[src/rtl/seg_time_pkg.sv]
// Shared constants and types for the 7-segment time readback decoder:
// canonical segment patterns (active-high, bit6..0 = g..a), FSM states, BCD limits.
package seg_time_pkg;

    localparam int NUM_DIGITS = 4;

    localparam logic [6:0] SEG_0     = 7'h3F;
    localparam logic [6:0] SEG_1     = 7'h06;
    localparam logic [6:0] SEG_2     = 7'h5B;
    localparam logic [6:0] SEG_3     = 7'h4F;
    localparam logic [6:0] SEG_4     = 7'h66;
    localparam logic [6:0] SEG_5     = 7'h6D;
    localparam logic [6:0] SEG_6     = 7'h7D;
    localparam logic [6:0] SEG_7     = 7'h07;
    localparam logic [6:0] SEG_8     = 7'h7F;
    localparam logic [6:0] SEG_9     = 7'h6F;
    localparam logic [6:0] SEG_BLANK = 7'h00;

    localparam logic [7:0] HOUR_MAX      = 8'h23;
    localparam logic [3:0] HOUR_TENS_MAX = 4'd2;
    localparam logic [3:0] MIN_TENS_MAX  = 4'd5;

    typedef enum logic [1:0] {IDLE, SETTLE, LOCKED, REJECT} seg_state_e;

    typedef struct packed {
        logic [7:0] hour;
        logic [7:0] min;
    } bcd_time_t;

    // Hour advance wraps 23 -> 00.
    function automatic logic [7:0] bcd_inc_hour(input logic [7:0] h);
        if (h >= HOUR_MAX)
            return 8'h00;
        if (h[3:0] == 4'd9)
            return {h[7:4] + 4'd1, 4'd0};
        return {h[7:4], h[3:0] + 4'd1};
    endfunction

    function automatic bcd_time_t bcd_inc_minute(input bcd_time_t t);
        bcd_time_t r;
        r = t;
        if (t.min[3:0] != 4'd9) begin
            r.min[3:0] = t.min[3:0] + 4'd1;
        end else begin
            r.min[3:0] = 4'd0;
            if (t.min[7:4] != MIN_TENS_MAX) begin
                r.min[7:4] = t.min[7:4] + 4'd1;
            end else begin
                r.min[7:4] = 4'd0;
                r.hour     = bcd_inc_hour(t.hour);
            end
        end
        return r;
    endfunction

endpackage

[src/rtl/seg7_digit_decode.sv]
// One 7-segment digit to BCD value; flags canonical match and the all-dark pattern.
module seg7_digit_decode
    import seg_time_pkg::*;
#(
    parameter bit SEG_ACTIVE_LOW = 1'b1
) (
    input  logic [6:0] seg,
    output logic       valid,
    output logic       blank,
    output logic [3:0] value
);

    logic [6:0] lit;

    assign lit   = SEG_ACTIVE_LOW ? ~seg : seg;
    assign blank = (lit == SEG_BLANK);

    always_comb begin
        valid = 1'b1;
        value = 4'd0;
        case (lit)
            SEG_0:   value = 4'd0;
            SEG_1:   value = 4'd1;
            SEG_2:   value = 4'd2;
            SEG_3:   value = 4'd3;
            SEG_4:   value = 4'd4;
            SEG_5:   value = 4'd5;
            SEG_6:   value = 4'd6;
            SEG_7:   value = 4'd7;
            SEG_8:   value = 4'd8;
            SEG_9:   value = 4'd9;
            default: valid = 1'b0;
        endcase
    end

endmodule

[src/rtl/seg_time_decoder.sv]
// Recovers HH:MM from the four HEX segment buses with stability filtering and range
// checks. Define SEG_TIME_ROLLOVER_CHECK_EN to build the non-sequential update check.
module seg_time_decoder
    import seg_time_pkg::*;
#(
    parameter int STABLE_CYCLES  = 4,
    parameter bit SEG_ACTIVE_LOW = 1'b1,
    parameter int ERR_W          = 8
) (
    input  logic             CP50,
    input  logic             CR,
    input  logic [6:0]       HEX0,
    input  logic [6:0]       HEX1,
    input  logic [6:0]       HEX2,
    input  logic [6:0]       HEX3,
    output logic [7:0]       hour_bcd,
    output logic [7:0]       min_bcd,
    output logic             time_valid,
    output logic             time_upd,
    output logic             decode_err,
    output logic [ERR_W-1:0] err_count,
    output logic             seq_err
);

    localparam logic [7:0] STABLE_C = 8'(STABLE_CYCLES);

    logic [NUM_DIGITS-1:0][6:0] hex_q, hex_p;
    logic [NUM_DIGITS-1:0]      dvalid, dblank, dig_ok;
    logic [NUM_DIGITS-1:0][3:0] dval;
    logic [7:0]                 cnt, cnt_nxt;
    seg_state_e                 state;
    bcd_time_t                  held, cand;
    logic                       eq, pass, eval, accept, upd_now;

    // Same clock domain as the encoder, so one register stage is enough.
    always_ff @(posedge CP50 or posedge CR) begin
        if (CR) begin
            hex_q <= '0;
            hex_p <= '0;
        end else begin
            hex_q <= {HEX3, HEX2, HEX1, HEX0};
            hex_p <= hex_q;
        end
    end

    for (genvar i = 0; i < NUM_DIGITS; i++) begin : g_dig
        seg7_digit_decode #(.SEG_ACTIVE_LOW(SEG_ACTIVE_LOW)) u_dec (
            .seg   (hex_q[i]),
            .valid (dvalid[i]),
            .blank (dblank[i]),
            .value (dval[i])
        );
        // Only the hour-tens digit may be dark (leading-zero suppression).
        assign dig_ok[i] = dvalid[i] | (dblank[i] & (i == NUM_DIGITS-1));
    end

    assign cand = {dval[3], dval[2], dval[1], dval[0]};
    assign pass = (&dig_ok) && (dval[3] <= HOUR_TENS_MAX) &&
                  (cand.hour <= HOUR_MAX) && (dval[1] <= MIN_TENS_MAX);

    assign eq = (hex_q == hex_p);

    always_comb begin
        cnt_nxt = 8'd1;
        if (eq)
            cnt_nxt = (cnt >= STABLE_C) ? STABLE_C : cnt + 8'd1;
    end

    // The snapshot must still match at the evaluation edge, so the value used is
    // the one already confirmed by the count.
    assign eval    = (state == SETTLE) && eq && (cnt == STABLE_C);
    assign accept  = eval && pass;
    assign upd_now = accept && (!time_valid || (cand != held));

    always_ff @(posedge CP50 or posedge CR) begin
        if (CR) begin
            state      <= IDLE;
            cnt        <= '0;
            held       <= '0;
            time_valid <= 1'b0;
            time_upd   <= 1'b0;
            decode_err <= 1'b0;
            err_count  <= '0;
        end else begin
            time_upd   <= upd_now;
            decode_err <= eval && !pass;
            if (eval && !pass && (err_count != '1))
                err_count <= err_count + ERR_W'(1);
            if (accept) begin
                held       <= cand;
                time_valid <= 1'b1;
            end
            case (state)
                IDLE: state <= SETTLE;
                SETTLE: begin
                    cnt <= cnt_nxt;
                    if (eval)
                        state <= pass ? LOCKED : REJECT;
                end
                LOCKED, REJECT: begin
                    cnt <= cnt_nxt;
                    if (!eq)
                        state <= SETTLE;
                end
                default: state <= IDLE;
            endcase
        end
    end

    assign hour_bcd = held.hour;
    assign min_bcd  = held.min;

`ifdef SEG_TIME_ROLLOVER_CHECK_EN
    bcd_time_t next_min;
    logic      seq_ok;

    // Legal steps: +1 minute with carry, or hour-only +1 (manual hour adjust).
    assign next_min = bcd_inc_minute(held);
    assign seq_ok   = (cand == next_min) ||
                      ((cand.min == held.min) && (cand.hour == bcd_inc_hour(held.hour)));

    always_ff @(posedge CP50 or posedge CR) begin
        if (CR)
            seq_err <= 1'b0;
        else
            seq_err <= upd_now && time_valid && !seq_ok;
    end
`else
    assign seq_err = 1'b0;
`endif

endmodule

[config.mk]
export PLATFORM = sky130hd
export DESIGN_NAME = seg_time_decoder
export DESIGN_NICKNAME = d
export VERILOG_FILES = /design/src/rtl/seg_time_pkg.sv /design/src/rtl/seg7_digit_decode.sv /design/src/rtl/seg_time_decoder.sv
export SDC_FILE = /design/constraint.sdc
export NUM_CORES = 1
export LEC_CHECK = 0
export BUFFER_PORTS_ARGS = -buffer_cell sky130_fd_sc_hd__buf_2
export CAP_MARGIN = 40
export CELL_PAD_IN_SITES_DETAIL_PLACEMENT = 1
export CELL_PAD_IN_SITES_GLOBAL_PLACEMENT = 1
export CORE_ASPECT_RATIO = 0.75
export CORE_UTILIZATION = 49
export DETAILED_ROUTE_END_ITERATION = 8
export MAX_ROUTING_LAYER = met4
export PLACE_DENSITY = 0.93
export SETUP_SLACK_MARGIN = 0.02
export SYNTH_ARGS = -nofsm -noshare
export SYNTH_HDL_FRONTEND = slang
export SYNTH_SLANG_ARGS = --single-unit
[constraint.sdc]
create_clock -name CP50 -period 8.7 [get_ports CP50]
set_input_delay 1.74 -clock CP50 [delete_from_list [all_inputs] [get_ports CP50]]
set_output_delay 1.74 -clock CP50 [all_outputs]
set_load 0.03 [all_outputs]
Word-level counts from Yosys, hierarchy flattened
Index checks and enable logic that the tools add are counted.

Bitwise operators: 5. $mul: 0. $lt $le $gt $ge: 4. Reductions and logical operators: 22. Mux-type cells: 14. Equal/unequal tests: 49. Div/mod/pow operators: 0. Shift operators: 0. $add $sub $neg: 2.

Operator list (number): 7-bit equality test, second input constant (28); 4-bit one-hot mux with 9 select lines (4); 7-bit by 3-bit equality test with 1-bit output, second input constant (8); 10-bit OR reduction (4); 28-bit equality test (1); 7-bit by 6-bit equality test with 1-bit output, second input constant (4); 7-bit inverter (4); 8-bit by 1-bit adder with 8-bit output, second input constant (2); 8-bit two-way mux (2); 16-bit inequality test (1); 1-bit logical AND (9); 8-bit by 3-bit equality test with 1-bit output, second input constant (1); 8-bit by 3-bit >= comparator with 1-bit output, second input constant (1); 8-bit by 6-bit less-or-equal comparator with 1-bit output, second input constant (1); 8-bit inequality test, second input constant (1); 7-bit zero test (1); 2-bit one-hot mux with 3 select lines (1); 1-bit two-way mux (5); 2-bit equality test, second input constant (2); 4-bit by 2-bit less-or-equal comparator with 1-bit output, second input constant (1); 4-bit by 3-bit less-or-equal comparator with 1-bit output, second input constant (1); 2-bit two-way mux (2); 2-bit inequality test, second input constant (2); 4-bit AND reduction (1); other kinds (8) (9).

Flip-flop bits (word level): 93. Memories: 0. Memory bits (read-only): 0. Memory bits (writable): 0. Bits in latches: 0. Logic and storage cells: 112.

Depth between registers and ports, before layout
Depth after elaboration: 12. Depth in mapped cells: 9. Mapped depth without buffers: 8.

Modules after synthesis
From an unflattened synthesis, not the netlist that was laid out.

Cell total of the unflattened synthesis: 373. Area, all modules: 4300.4 µm².

By module, submodules not included: seg_time_decoder (cells each 249, area each 3499.6 µm², times used 1, sequential area each 2327.2 µm²); seg7_digit_decode (cells each 31, area each 200.2 µm², times used 4, sequential area each 0.0 µm²).

Least setup slack after synthesis
OpenSTA, ideal clock, no wires.

Path type: register to register. Start: reg hex_q[21] in the netlist's numbering. End: reg held (netlist bit min_bcd[0]). Required time: 8575 ps. Stages on the path, launching flop included: 10. Path buffers: 2. Arrival time: 2368 ps. Path slack: 6207 ps. Path through: dfrtp_1 buf_6 or4_4 o21ai_2 o41ai_1 a211oi_2 nand4_2 nor2_4 buf_8 mux2_4.

Longest elaborated chain between the ends: 10. Elaborated cells between the ends (all ways): 26. Those cells by class: order compare (2); eq/ne (11); mux (2); bitwise (2); reduce/logical (9).

RTL lines: start, declared (RTL line seg_time_decoder.sv:27) `logic [NUM_DIGITS-1:0][6:0] hex_q, hex_p;`; start signal, assigned (RTL line seg_time_decoder.sv:41) `hex_q <= {HEX3, HEX2, HEX1, HEX0};`; branches (longest 9 deep; another with 8-bit by 6-bit less-or-equal comparator with 1-bit output); 1-bit logical AND * (RTL line seg_time_decoder.sv:72) `assign accept = eval && pass;`; end signal, assigned (RTL line seg_time_decoder.sv:90) `held <= cand;`; end, declared (RTL line seg_time_decoder.sv:32) `bcd_time_t held, cand;`.

Every way passes the cells marked *. A chain may end at the register's enable or synchronous reset.

Worst setup path after layout
Start: reg hex_q[16] in the netlist's numbering. End: reg held (netlist bit hour_bcd[5]).

Longest elaborated chain between the ends: 9. Elaborated cells between the ends (all ways): 23. Those cells by class: order compare (1); eq/ne (11); mux (2); bitwise (1); reduce/logical (8).

RTL lines (RTL line): branches (longest 8 deep; another with 8-bit by 6-bit less-or-equal comparator with 1-bit output); 1-bit logical AND * (seg_time_decoder.sv:72).

Marks and branches as above.

==> metrics.md <==
| Metric | Value |
|---|---|
| Hold Crit Depth | 1 |
| Total global-route track usage | roughly a quarter |
| Wire per inst | around 20 um |
| Register area share after synthesis | 52.42% |
| TritonCTS clock tree | done |
| CP Cell Sequence | nor4_1 -> a221oi_1 -> a211oi_2 -> nand4_2 -> nor2_4 -> mux2_2 |
| Avg Inst Size Synth | ~11 um^2 |
| Max_slew headroom | approximately half |
| Num rows | 29 |
| Post-detail-place hpwl | just under 8000 um |
| Ports | 58 |
| First-pass GRT wire length | roughly 18000 um |
| Largest net degree at the start of global routing | 67 |
| Post-layout minimum cycle time | between 3 and 4 ns |
| Antenna Violating Nets Remaining | 0 |
| DRT Wirelength | ~11000 um |
| FF-to-FF End | hour_bcd[5] |
| Antenna cell count | 0 |
| Clock Path Buffers | 2 |
| Root Buffer | clkbuf_16 |
| Hold endpoint | time_valid |
| Die Area | 9448 um^2 |
| Vias in the first global route | 3437 |
| Fin crit share | between 30% and 40% |
| Post-cts sizing count | 0 |
| CP max-delay cell | nor4_1 |
| H-tree depth | 3 |
| Post-Syn Instances | 397 |
| FF-to-FF path depth | 6 |
| Fraction of layout cells with a size suffix above 1 | 22.45% |
| Congestion Overflow GR | 0 |
| Startpoint Class | flip-flop |
| Design Power | 0.9612 mW |
| Crit-path max FO | 15 |
| Total number of vias | 3214 |
| Max Freq | 332.9 MHz |
| Post-cts hold buffer count | 0 |
| Synth warn | 0 |
| Worst setup path category | reg -> reg |
| Fill cell count | slightly below 1000 |
| Synth Cell Area | between 4000 and 5000 um^2 |
| Flop pwr share | a little under 50% |
| Cell taking the most area after synthesis | dfrtp_1 |
| Worst Setup End Kind | flip-flop |
| Antenna violations before repair | 0 |
| Port-buffer cells | 56 |
| Setup Buffers After CTS | 0 |
| Sw Ratio | between 20 and 25% |
| Family with the most delay on the worst path | simple AND/OR/NAND/NOR gates |
| Routability cong. | 0.8471 |
| DIE WIDTH | 111.9 um |
| Yosys top cell area share | roughly 52% |
| Count leader, synth | dfrtp_1 |
| Final Hold Vio Count | 0 |
| Setup TNS | 0 ns |
| Combinational share of power | around 5.9% |
| Final setup vio count | 0 |
| R2R Path Start | hex_q[16] |
| Starting Density | between 50 and 60% |
| Die height | roughly 84 um |
| Hold Crit Class | reg -> reg |
| Worst skew pair latency | 0.34 ns |
| Leak | approximately 2.4 nW |
| Psw | roughly 0.22 mW |
| Main area contributors after synthesis | dfrtp_1, xnor2_1, xor2_1, nand4_1, mux2_4 |
| Final-stage net count | between 400 and 500 |
| DRT iter0 DRCs | 226 |
| DRC errors left | 2 |
| Run status | finished, violations left |
| Number of synthesized flops with an enable pin | 0 |
| Synth-to-Final Area Change | 14.40% |
| CP bufs+invs | 0 |
| CORE AREA | between 8000 and 9000 um^2 |
| DRT Pass-1 Iters | 6 |
| Critical Path RT | just under 9 ns |
| Worst path max stage delay | between 0.6 and 0.7 ns |
| Final Max Tran Viols | 0 |
| TritonCTS sink count | 93 |
| Yosys reg bits | 93 |
| Hold wc startpoint | time_valid |
| Synth cell count leaders | dfrtp_1, xnor2_1, nor2_1 |
| Slew @ Worst Pin | just over 0.7 ns |
| P per Cell Area | 189.3 nW/um^2 |
| Worst R2R Setup Slack | 5.70 ns |
| Layout Skew | between 0.005 and 0.006 ns |
| FFs w/ async S/R, synth | 100.0% |
| Worst IR Drop VDD | between 0.0001 and 0.00015 V |
| Max-Cap Viols | 0 |
| Syn_nets | 430 |
| Failing checks | DRC |
| RSZ-0062 raised after global routing | false |
| CTS clock-pin slew for the worst setup and hold paths | ~0.06 ns |
| Cts bufs inserted | 9 |
| Synth Flop Type | dfrtp_1 |
| CP Data Arrival Time | roughly 3.2 ns |
| DR vias/cell | 5.854 |
| Internal power | between 0.7 and 0.8 mW |
| Levels on crit path | 6 |
| Post-synthesis cell type count | 66 |
| Clk network pwr share | 45.3% |
## layout make-up
class | instances | area, um^2 | share of cell area, %
clock inverters | 5 | 82.58 | 1.626
clock buffers | 11 | 252.7 | 4.977
well taps | 108 | 135.1 | 2.661
flip-flops and latches | 93 | 2327 | 45.82
inverters | 12 | 46.29 | 0.9116
multi-input cells | 262 | 1919 | 37.79
repair buffers | 58 | 315.3 | 6.208
## metal layers
metal  wire length (um)  part of all wire [%]  global-route usage (%)  vias to the layer above
met1               4951                    45                   33.43                     1626
li1                   -                     -                       -                     1493
met5                  0                     0                       -                        -
met2               5463                    49                   41.05                       69
met3                392                   3.5                   6.137                       26
met4                311                   2.8                   12.16                        0
## state kept, by name (all words and copies together) (netlist names)
signal / count
hex_p: 28
hex_q: 28
cnt: 8
err_count: 8
hour_bcd: 8
min_bcd: 8
state: 2
decode_err: 1
time_upd: 1
time_valid: 1
## stage by stage
step                      util, %  hold WS [ns]  cells  cell area, um^2  setup WS, ns
final                       58.81        0.5061    549             5079         5.696
after global routing        58.81        0.5193    549             5079         5.561
after CTS                   58.81        0.5143    549             5079         5.705
after detailed placement    54.93        0.5015    533             4743         5.817
after global placement      54.61        0.4960    532             4716         5.832
after floorplan                 -        0.3487    397             4439         4.540
## worst max-delay path by stage
stage              start           to  slack (ns)
2_1_floorplan         CR       cnt[0]        4.54
3_3_place_gp          CR     hex_q[0]        5.83
3_5_place_dp   hex_q[17]  hour_bcd[5]        5.82
4_1_cts        hex_q[16]  hour_bcd[5]        5.70
5_1_grt        hex_q[20]  hour_bcd[5]        5.56
6_report       hex_q[16]  hour_bcd[5]        5.70
## placed cells by master, fill, tap and decap left out, types with 3 or more instances in the layout
cell type / count
and4b_1: 3
mux2_4: 6
and2_1: 5
dfrtp_1: 93
nor3b_1: 4
and3_1: 9
nor4_1: 10
ha_1: 3
nand3_1: 14
clkbuf_16: 9
nand2b_1: 4
nor4bb_1: 4
a21oi_1: 8
xor2_1: 15
o22ai_1: 3
nor2_1: 22
a41oi_1: 3
nand2_1: 11
nor4b_1: 3
a2bb2oi_1: 4
nor3_1: 9
xnor2_1: 42
buf_2: 56
inv_1: 11
mux2_2: 6
nor2b_1: 6
nand4_1: 15
o21ai_0: 11
## power by group through the flow
stage	Combinational, mW	Clock (mW)	Sequential (mW)
6_report	0.0565	0.435	0.470
2_1_floorplan	0.0534	0	0.459
5_1_grt	0.0626	0.456	0.472
3_3_place_gp	0.0515	0	0.475
4_1_cts	0.0571	0.442	0.470
3_5_place_dp	0.0559	0	0.477
## cells by family after synthesis
logic type               share of synthesized area, %
AND/OR/NAND/NOR                                 17.73
flip-flops                                      52.42
AO/OA/AOI/OAI                                   9.781
XOR/XNOR                                        11.25
buffers and inverters                           4.340
multiplexers                                    3.551
adder cells (fa/ha/maj)                        0.8456
other                                         0.08447
Power figures use the tool's default switching activity.
